File: config.mk
export PLATFORM = sky130hd
export DESIGN_NAME = comparator_minmax_ctrl
export DESIGN_NICKNAME = d
export VERILOG_FILES = /design/src/rtl/comparator_minmax_ctrl.sv
export SDC_FILE = /design/constraint.sdc
export NUM_CORES = 1
export LEC_CHECK = 0
export ABC_AREA = 1
export BUFFER_PORTS_ARGS = -buffer_cell sky130_fd_sc_hd__buf_2
export CAP_MARGIN = 0
export CORE_UTILIZATION = 46
export DETAILED_ROUTE_END_ITERATION = 6
export GPL_TIMING_DRIVEN = 0
export HOLD_SLACK_MARGIN = 0.05
export PLACE_DENSITY = 0.69
export SYNTH_ARGS = -nofsm -noshare
export SYNTH_HDL_FRONTEND = slang
export SYNTH_HIERARCHICAL = 1
export SYNTH_SLANG_ARGS = --single-unit
File: constraint.sdc
create_clock -name clk -period 2.45 [get_ports clk]
set_clock_uncertainty 0.1 [all_clocks]
set_input_delay 0.1225 -clock clk [delete_from_list [all_inputs] [get_ports clk]]
set_output_delay 0.1225 -clock clk [all_outputs]
set_load 0.01 [all_outputs]
File: src/rtl/comparator_minmax_ctrl.sv
// -----------------------------------------------------------------------------
// comparator_minmax_ctrl
//   Finds the maximum and minimum of a frame of 8-bit samples, sharing one
//   comparator_8bit across the max and min updates. Samples arrive on a
//   valid/ready stream. A one-cycle done pulse marks valid results.
//
//   Ports:
//     clk       system clock (rising edge)
//     rst_n     asynchronous active-low reset
//     start     begin a frame (only looked at in IDLE)
//     len       frame length, latched on an accepted start
//     in_valid  sample valid
//     in_data   sample value
//     in_ready  sample accepted this cycle (high only in LOAD)
//     busy      high in every state except IDLE
//     done      one-cycle result pulse
//     err       set with done for a zero-length frame
//     max_out   frame maximum
//     min_out   frame minimum
//     max_idx   (MINMAX_INDEX_EN) 0-based position of the maximum
//     min_idx   (MINMAX_INDEX_EN) 0-based position of the minimum
//
//   Optional feature macro: MINMAX_INDEX_EN adds the max_idx/min_idx outputs.
// -----------------------------------------------------------------------------

module comparator_8bit (
  input  logic [7:0] a,
  input  logic [7:0] b,
  output logic       a_gt_b,
  output logic       a_lt_b,
  output logic       a_eq_b
);
  assign a_gt_b = (a > b);
  assign a_lt_b = (a < b);
  assign a_eq_b = (a == b);
endmodule

module comparator_minmax_ctrl #(
  parameter int LEN_W = 8
) (
  input  logic             clk,
  input  logic             rst_n,
  input  logic             start,
  input  logic [LEN_W-1:0] len,
  input  logic             in_valid,
  input  logic [7:0]       in_data,
  output logic             in_ready,
  output logic             busy,
  output logic             done,
  output logic             err,
`ifdef MINMAX_INDEX_EN
  output logic [LEN_W-1:0] max_idx,
  output logic [LEN_W-1:0] min_idx,
`endif
  output logic [7:0]       max_out,
  output logic [7:0]       min_out
);

  typedef enum logic [2:0] {
    IDLE    = 3'd0,
    LOAD    = 3'd1,
    CMP_MAX = 3'd2,
    CMP_MIN = 3'd3,
    DONE    = 3'd4
  } state_t;

  state_t           state_r;
  logic [LEN_W-1:0] len_r;
  logic [LEN_W-1:0] cnt_r;
  logic [7:0]       sample_r;
  logic [7:0]       max_r;
  logic [7:0]       min_r;
  logic             in_ready_r;
  logic             busy_r;
  logic             done_r;
  logic             err_r;
`ifdef MINMAX_INDEX_EN
  logic [LEN_W-1:0] sample_idx_r;
  logic [LEN_W-1:0] max_idx_r;
  logic [LEN_W-1:0] min_idx_r;
`endif

  logic [7:0] cmp_a_s;
  logic [7:0] cmp_b_s;
  logic       cmp_gt_s;
  logic       cmp_lt_s;
  logic       cmp_eq_s;

  // Comparator operand mux: current sample against max or min, zero otherwise
  always_comb begin
    cmp_a_s = 8'h00;
    cmp_b_s = 8'h00;
    case (state_r)
      CMP_MAX: begin
        cmp_a_s = sample_r;
        cmp_b_s = max_r;
      end
      CMP_MIN: begin
        cmp_a_s = sample_r;
        cmp_b_s = min_r;
      end
      default: begin
        cmp_a_s = 8'h00;
        cmp_b_s = 8'h00;
      end
    endcase
  end

  comparator_8bit u_cmp (
    .a      (cmp_a_s),
    .b      (cmp_b_s),
    .a_gt_b (cmp_gt_s),
    .a_lt_b (cmp_lt_s),
    .a_eq_b (cmp_eq_s)
  );

  // Sequencer FSM with registered outputs; in_ready_r tracks state==LOAD exactly
  always_ff @(posedge clk or negedge rst_n) begin
    if (!rst_n) begin
      state_r    <= IDLE;
      len_r      <= '0;
      cnt_r      <= '0;
      sample_r   <= 8'h00;
      max_r      <= 8'h00;
      min_r      <= 8'h00;
      in_ready_r <= 1'b0;
      busy_r     <= 1'b0;
      done_r     <= 1'b0;
      err_r      <= 1'b0;
`ifdef MINMAX_INDEX_EN
      sample_idx_r <= '0;
      max_idx_r    <= '0;
      min_idx_r    <= '0;
`endif
    end else begin
      case (state_r)
        IDLE: begin
          done_r <= 1'b0;
          if (start) begin
            busy_r <= 1'b1;
            if (len != '0) begin
              len_r      <= len;
              cnt_r      <= '0;
              err_r      <= 1'b0;
              in_ready_r <= 1'b1;
              state_r    <= LOAD;
            end else begin
              // Empty frame: report immediately, keep previous max/min
              err_r   <= 1'b1;
              done_r  <= 1'b1;
              state_r <= DONE;
            end
          end
        end
        LOAD: begin
          if (in_valid) begin
            sample_r <= in_data;
            cnt_r    <= cnt_r + LEN_W'(1);
`ifdef MINMAX_INDEX_EN
            sample_idx_r <= cnt_r;
`endif
            if (cnt_r == '0) begin
              // First sample seeds both extremes without a compare
              max_r <= in_data;
              min_r <= in_data;
`ifdef MINMAX_INDEX_EN
              max_idx_r <= '0;
              min_idx_r <= '0;
`endif
              if (len_r == LEN_W'(1)) begin
                in_ready_r <= 1'b0;
                done_r     <= 1'b1;
                state_r    <= DONE;
              end
            end else begin
              in_ready_r <= 1'b0;
              state_r    <= CMP_MAX;
            end
          end
        end
        CMP_MAX: begin
          // Strictly greater only: ties keep the earlier winner
          if (cmp_gt_s && !cmp_eq_s) begin
            max_r <= sample_r;
`ifdef MINMAX_INDEX_EN
            max_idx_r <= sample_idx_r;
`endif
          end
          state_r <= CMP_MIN;
        end
        CMP_MIN: begin
          if (cmp_lt_s && !cmp_eq_s) begin
            min_r <= sample_r;
`ifdef MINMAX_INDEX_EN
            min_idx_r <= sample_idx_r;
`endif
          end
          if (cnt_r == len_r) begin
            done_r  <= 1'b1;
            state_r <= DONE;
          end else begin
            in_ready_r <= 1'b1;
            state_r    <= LOAD;
          end
        end
        DONE: begin
          done_r  <= 1'b0;
          busy_r  <= 1'b0;
          state_r <= IDLE;
        end
        default: begin
          in_ready_r <= 1'b0;
          busy_r     <= 1'b0;
          done_r     <= 1'b0;
          state_r    <= IDLE;
        end
      endcase
    end
  end

  assign in_ready = in_ready_r;
  assign busy     = busy_r;
  assign done     = done_r;
  assign err      = err_r;
  assign max_out  = max_r;
  assign min_out  = min_r;
`ifdef MINMAX_INDEX_EN
  assign max_idx  = max_idx_r;
  assign min_idx  = min_idx_r;
`endif

endmodule

# Word level (Yosys, flattened, before mapping)
# Cells that the tools add are included.
# totals
output_inout_bits	20
input_bits	20
regBits	47
# op_classes
eq_ne	17
n_lt_le_gt_ge	2
muxes	35
reduce_logical	22
bitwise	3
n_addsub	1
# ops
operator	count
$mux W8	8
$pmux W8 S2	4
$mux W3	6
$ne A2 B2 Y1 const B	9
$eq A8 B8 Y1	2
$mux W1	13
$pmux W3 S4	1
$reduce_and A4 Y1	3
$add A8 B1 Y8 const B	1
$eq A8 B1 Y1 const B	1
$gt A8 B8 Y1	1
$logic_not A8 Y1	1
$lt A8 B8 Y1	1
$pmux W1 S4	2
$reduce_bool A8 Y1	1
$eq A3 B2 Y1 const B	2
$reduce_and A2 Y1	3
$reduce_and A3 Y1	2
$reduce_and A6 Y1	1
$reduce_bool A2 Y1	3
$reduce_and A5 Y1	1
$reduce_or A2 Y1	2
$eq A3 B1 Y1 const B	1
$eq A3 B3 Y1 const B	1
7 further kinds	10

# Logic depth before layout (Yosys ltp)
# logic_depth
ltp_word	8
depth_mapped	20
ltp_nobuf	19

# Hierarchy
# Netlist, hierarchy kept.
# modules_own_cells
module	cells_each	area_each_um2	instances	seq_area_each_um2
comparator_minmax_ctrl	359	2680.1	1	1176.1
comparator_8bit	38	244.0	1	0.0

# Least setup slack after synthesis
# OpenSTA, ideal clock, no wires.
# synth_path
path_type	register to register
start	register state_r[2]
end	register min_r[5], in the netlist min_out[5]
path_stages_with_launch	17
t_arrival_ns	2.445
setup_slack_ns	-0.215
path_cell_list	dfrtp_1 inv_2 nand2_4 nor2_2 buf_2 a22o_1 inv_1 ha_1 a21o_1 nor2_2 and2_1 nand2_1 a21oi_1 nand3_2 buf_2 nand2_1 o21ai_1
# synth_between
elab_cells_between_ends	16
classes_between	order compare: 1; eq/ne: 7; mux: 3; reduce/logical: 5
# synth_lines
element	line	rtl
start, declared	67	state_t state_r;
start signal, assigned	120	state_r <= IDLE;
start signal, assigned	146	state_r <= LOAD;
start signal, assigned	151	state_r <= DONE;
$eq A3 B2 Y1	93	case (state_r)
$pmux W8 S2 *	93	
net cmp_b_s[7]	84	logic [7:0] cmp_b_s;
$lt A8 B8 Y1 *	34	assign a_lt_b = (a < b);
net cmp_lt_s	86	logic cmp_lt_s;
$logic_and A1 B1 Y1 *	192	if (cmp_lt_s && !cmp_eq_s) begin
$ne A2 B2 Y1 (no line) *	-	
$reduce_and A4 Y1 (no line) *	-	
end signal, assigned	165	min_r <= in_data;
end signal, assigned	193	min_r <= sample_r;
end, declared	72	logic [7:0] min_r;
# The timed path passes the listed nets; every way through them passes the cells marked *.
# A chain may end at the register's enable or synchronous reset.

# Worst setup path in the final report
# layout_path
start	register state_r[2]
end	register min_r[6], in the netlist min_out[6]
# layout_between
elab_cells_between_ends	16
classes_between	order compare: 1; eq/ne: 7; mux: 3; reduce/logical: 5
# layout_lines
element	line	rtl
$eq A3 B2 Y1	93	
$reduce_or A2 Y1 (no line) *	-	
$mux W8 *	93	
net cmp_a_s[6]	83	logic [7:0] cmp_a_s;
$lt A8 B8 Y1 *	34	
net cmp_lt_s	86	
$logic_and A1 B1 Y1 *	192	
$ne A2 B2 Y1 (no line) *	-	
$reduce_and A4 Y1 (no line) *	-	
# Marked as above.

==> summary.md <==
| Metric | Value |
|---|---|
| Clock root cell | clkbuf_8 |
| RSZ-0062 raised after global routing | yes |
| Yosys cell types | 33 |
| Area delta synth->final | 36.5% |
| CTS sink cnt | 47 |
| Startpoint Class | flop |
| Initial antenna violation count | 0 |
| Die Height | 81.7 um |
| Die ar. | 6680 um2 |
| Routed Wire Length | 8.00 mm |
| Design Area, Final | 3990 um2 |
| Vias | 2898 |
| First-pass GRT wire length | 11.9 mm |
| Met2 Use GR | 37.7% |
| Placer Congestion | 0.897 |
| Max-cap violations | 0 |
| Worst EP arrival | 2.89 ns |
| Crit path kind | reg2reg |
| VDD IR max | 0.000698 V |
| Gate Count Post-Synth | 397 |
| Nets | 518 |
| Worst EP required | 2.55 ns |
| Cell taking the most area after synthesis | dfrtp_1 |
| Worst Max-Slew Pin Slew | 1.06 ns |
| CTS Buffer Depth | 2 |
| I/O pins | 40 |
| Share of the yosys chip area belonging to registers | 40.2% |
| Mapped Area | 2920 um2 |
| WL/cell | 14.2 um |
| Total grt overflow | 0 |
| Hold Path Class | reg2reg |
| Remaining DRCs | 0 |
| Vias in the first global route | 2471 |
| Critical-path maximum fanout | 10 |
| Fmax | 358 MHz |
| Hpwl dp | 4.67 mm |
| CTS clk-pin slew, worst paths | 0.09 ns |
| Area after DPL | 3270 um2 |
| Result of the run | finished, violations left |
| Largest net degree at the start of global routing | 48 |
| Syn avg cell area | 7.37 um2 |
| Post-Syn Nets | 427 |
| Non-filler cells, final | 564 |
| Most frequent cells in the layout | 99 x nand2_1, 62 x inv_1, 46 x dfrtp_1, 41 x buf_2, 33 x o21ai_0 |
| Reg2Reg Setup Slack | -0.34 ns |
| Top Usage Layer GRT | met2 |
| DRT iter0 DRCs | 252 |
| Pre-Repair DR Iteration Count | 5 |
| Leakage | 2.07 nW |
| Commonest non-fill, non-tap cell in the layout | nand2_1 |
| Setup crit end kind | flop |
| Met3 usage | 3.33% |
| Num CTS Buffers | 5 |
| Placed Cells | 511 |
| CTS tree | yes |
| Min Tclk post-route | 2.79 ns |
| Final ANT Viol Nets | 0 |
| Vias per cell | 5.14 |
| # setup viols final | 16 |
| Share of cells above drive strength 1 | 30.3% |
| Final hold violation count | 0 |
| I/O Buffers | 39 |
| Total GRT Usage | 23.9% |
| Yosys top cell area share | 40.2% |
| Final worst slack | -0.340 ns |
| Starting Density | 48.5% |
| Clk_lat worst skew | 0.30 ns |
| Largest cells by area after synthesis | dfrtp_1 40%, nand2_1 16%, inv_1 8.2%, o21ai_0 6.5%, ha_1 4.3% |
| Met1 GRT Util | 33.9% |
| Core box area | 6030 um2 |
| Post-synthesis register bit count | 47 |
| Row Count | 28 |
| Final period util | 114% |
| N_diodes | 0 |
| PD cells | 1390 nW/um2 |
| Die width | 81.7 um |
| Failing checks | setup timing |
| Layout fillers | 491 |
| Htree depth | 2 |
| Slew Limit Fails | 0 |
| Yosys warnings | 6 |
| Slew headroom | 29.6% |
per-layer routing:
metal | part of all wire, % | wire length, um | vias up
met5 | 0 | 0 | -
met4 | 2.0 | 163 | 0
met3 | 6.5 | 523 | 15
met2 | 47 | 3790 | 121
met1 | 44 | 3520 | 1334
li1 | - | - | 1428
power by group:
group,leakage [nW],switching (mW),internal (mW)
Combinational,1.42,1.99,1.52
Sequential,0.593,0.320,1.11
Clock,0.0612,0.275,0.331
Total,2.07,2.58,2.96
repair_timing:
action / CTS / global route
endpoints found under the hold margin: 65 / 0
hold buffers: 19 / 0
setup endpoints to repair: 16 / 16
pin swaps: 6 / 13
gates resized for setup: 22 / 42
buffers inserted: 15 / 7
gates cloned: 4 / 0
final cells by class:
| cell class | count | area [um2] | share of cell area, % |
|---|---|---|---|
| Clock buffer | 6 | 82.6 | 2.07 |
| Clock inverter | 2 | 35.0 | 0.878 |
| Multi-Input combinational cell | 269 | 1590 | 39.9 |
| Buffer | 11 | 101 | 2.54 |
| Sequential cell | 47 | 1180 | 29.5 |
| Inverter | 70 | 263 | 6.59 |
| Tap cell | 75 | 93.8 | 2.35 |
| Timing Repair Buffer | 84 | 643 | 16.1 |
synth_stat cells (all sizes together):
| cell type | count |
|---|---|
| nand2 | 129 |
| inv | 69 |
| o21ai | 56 |
| dfrtp | 47 |
| nor2 | 24 |
| nand3 | 12 |
| ha | 10 |
| buf | 9 |
| a21oi | 8 |
| a22o | 8 |
| xnor2 | 8 |
| nand4 | 4 |
| nor3 | 3 |
| xor2 | 3 |
| clkbuf | 2 |
| a21o | 1 |
| a31oi | 1 |
| and2 | 1 |
| clkinv | 1 |
| o2111ai | 1 |
per-stage QoR:
stage	setup WS (ns)	total power [mW]	util, %	hold WS (ns)	TNS (ns)
after floorplan	-0.00742	3.19	-	-0.273	-0.0152
after global placement	-0.425	3.78	54.3	0.277	-6.07
after detailed placement	-0.502	3.86	54.3	0.280	-6.48
after CTS	-0.174	4.99	63.2	0.380	-2.35
after global routing	-0.461	5.92	66.2	0.400	-6.77
final	-0.340	5.55	66.2	0.374	-5.16
cells by family after synthesis:
logic type | count (synthesis) | synth area share [%]
compound gates | 75 | 15.6
xor+xnor | 11 | 3.30
fa+ha+maj | 10 | 4.28
buf+inv | 81 | 11.3
flops | 47 | 40.2
simple gates | 173 | 25.3
critical path, cell delays in order (launching register included):
cell	delay, ns
dfrtp_1	0.44
inv_2	0.10
nand2_4	0.06
nor2_4	0.17
buf_4	0.22
nand2_1	0.09
nand2_1	0.09
ha_1	0.24
nand2_2	0.12
a21oi_2	0.07
nor2_4	0.15
and2_4	0.17
nand2_2	0.05
a21oi_2	0.17
nand3_4	0.16
buf_8	0.19
nand2_4	0.05
o21ai_2	0.05
flip-flops by register name (all words and copies together), names as in the netlist:
name      cells
min_out       8
cnt_r         8
max_out       8
in_ready      1
len_r         8
busy          1
sample_r      8
state_r       3
done          1
err           1
final timing paths:
path	start	end	cells after the start
worst max-delay path	state_r[2]	min_out[6]	17
worst min register to register	done	done	2
worst max register to register	state_r[2]	min_out[6]	17
worst min-delay path	done	done	2
max in group asynchronous	rst_n	state_r[1]	2
min in group asynchronous	rst_n	len_r[3]	2
Note: power is estimated with default switching activity, not from simulation.
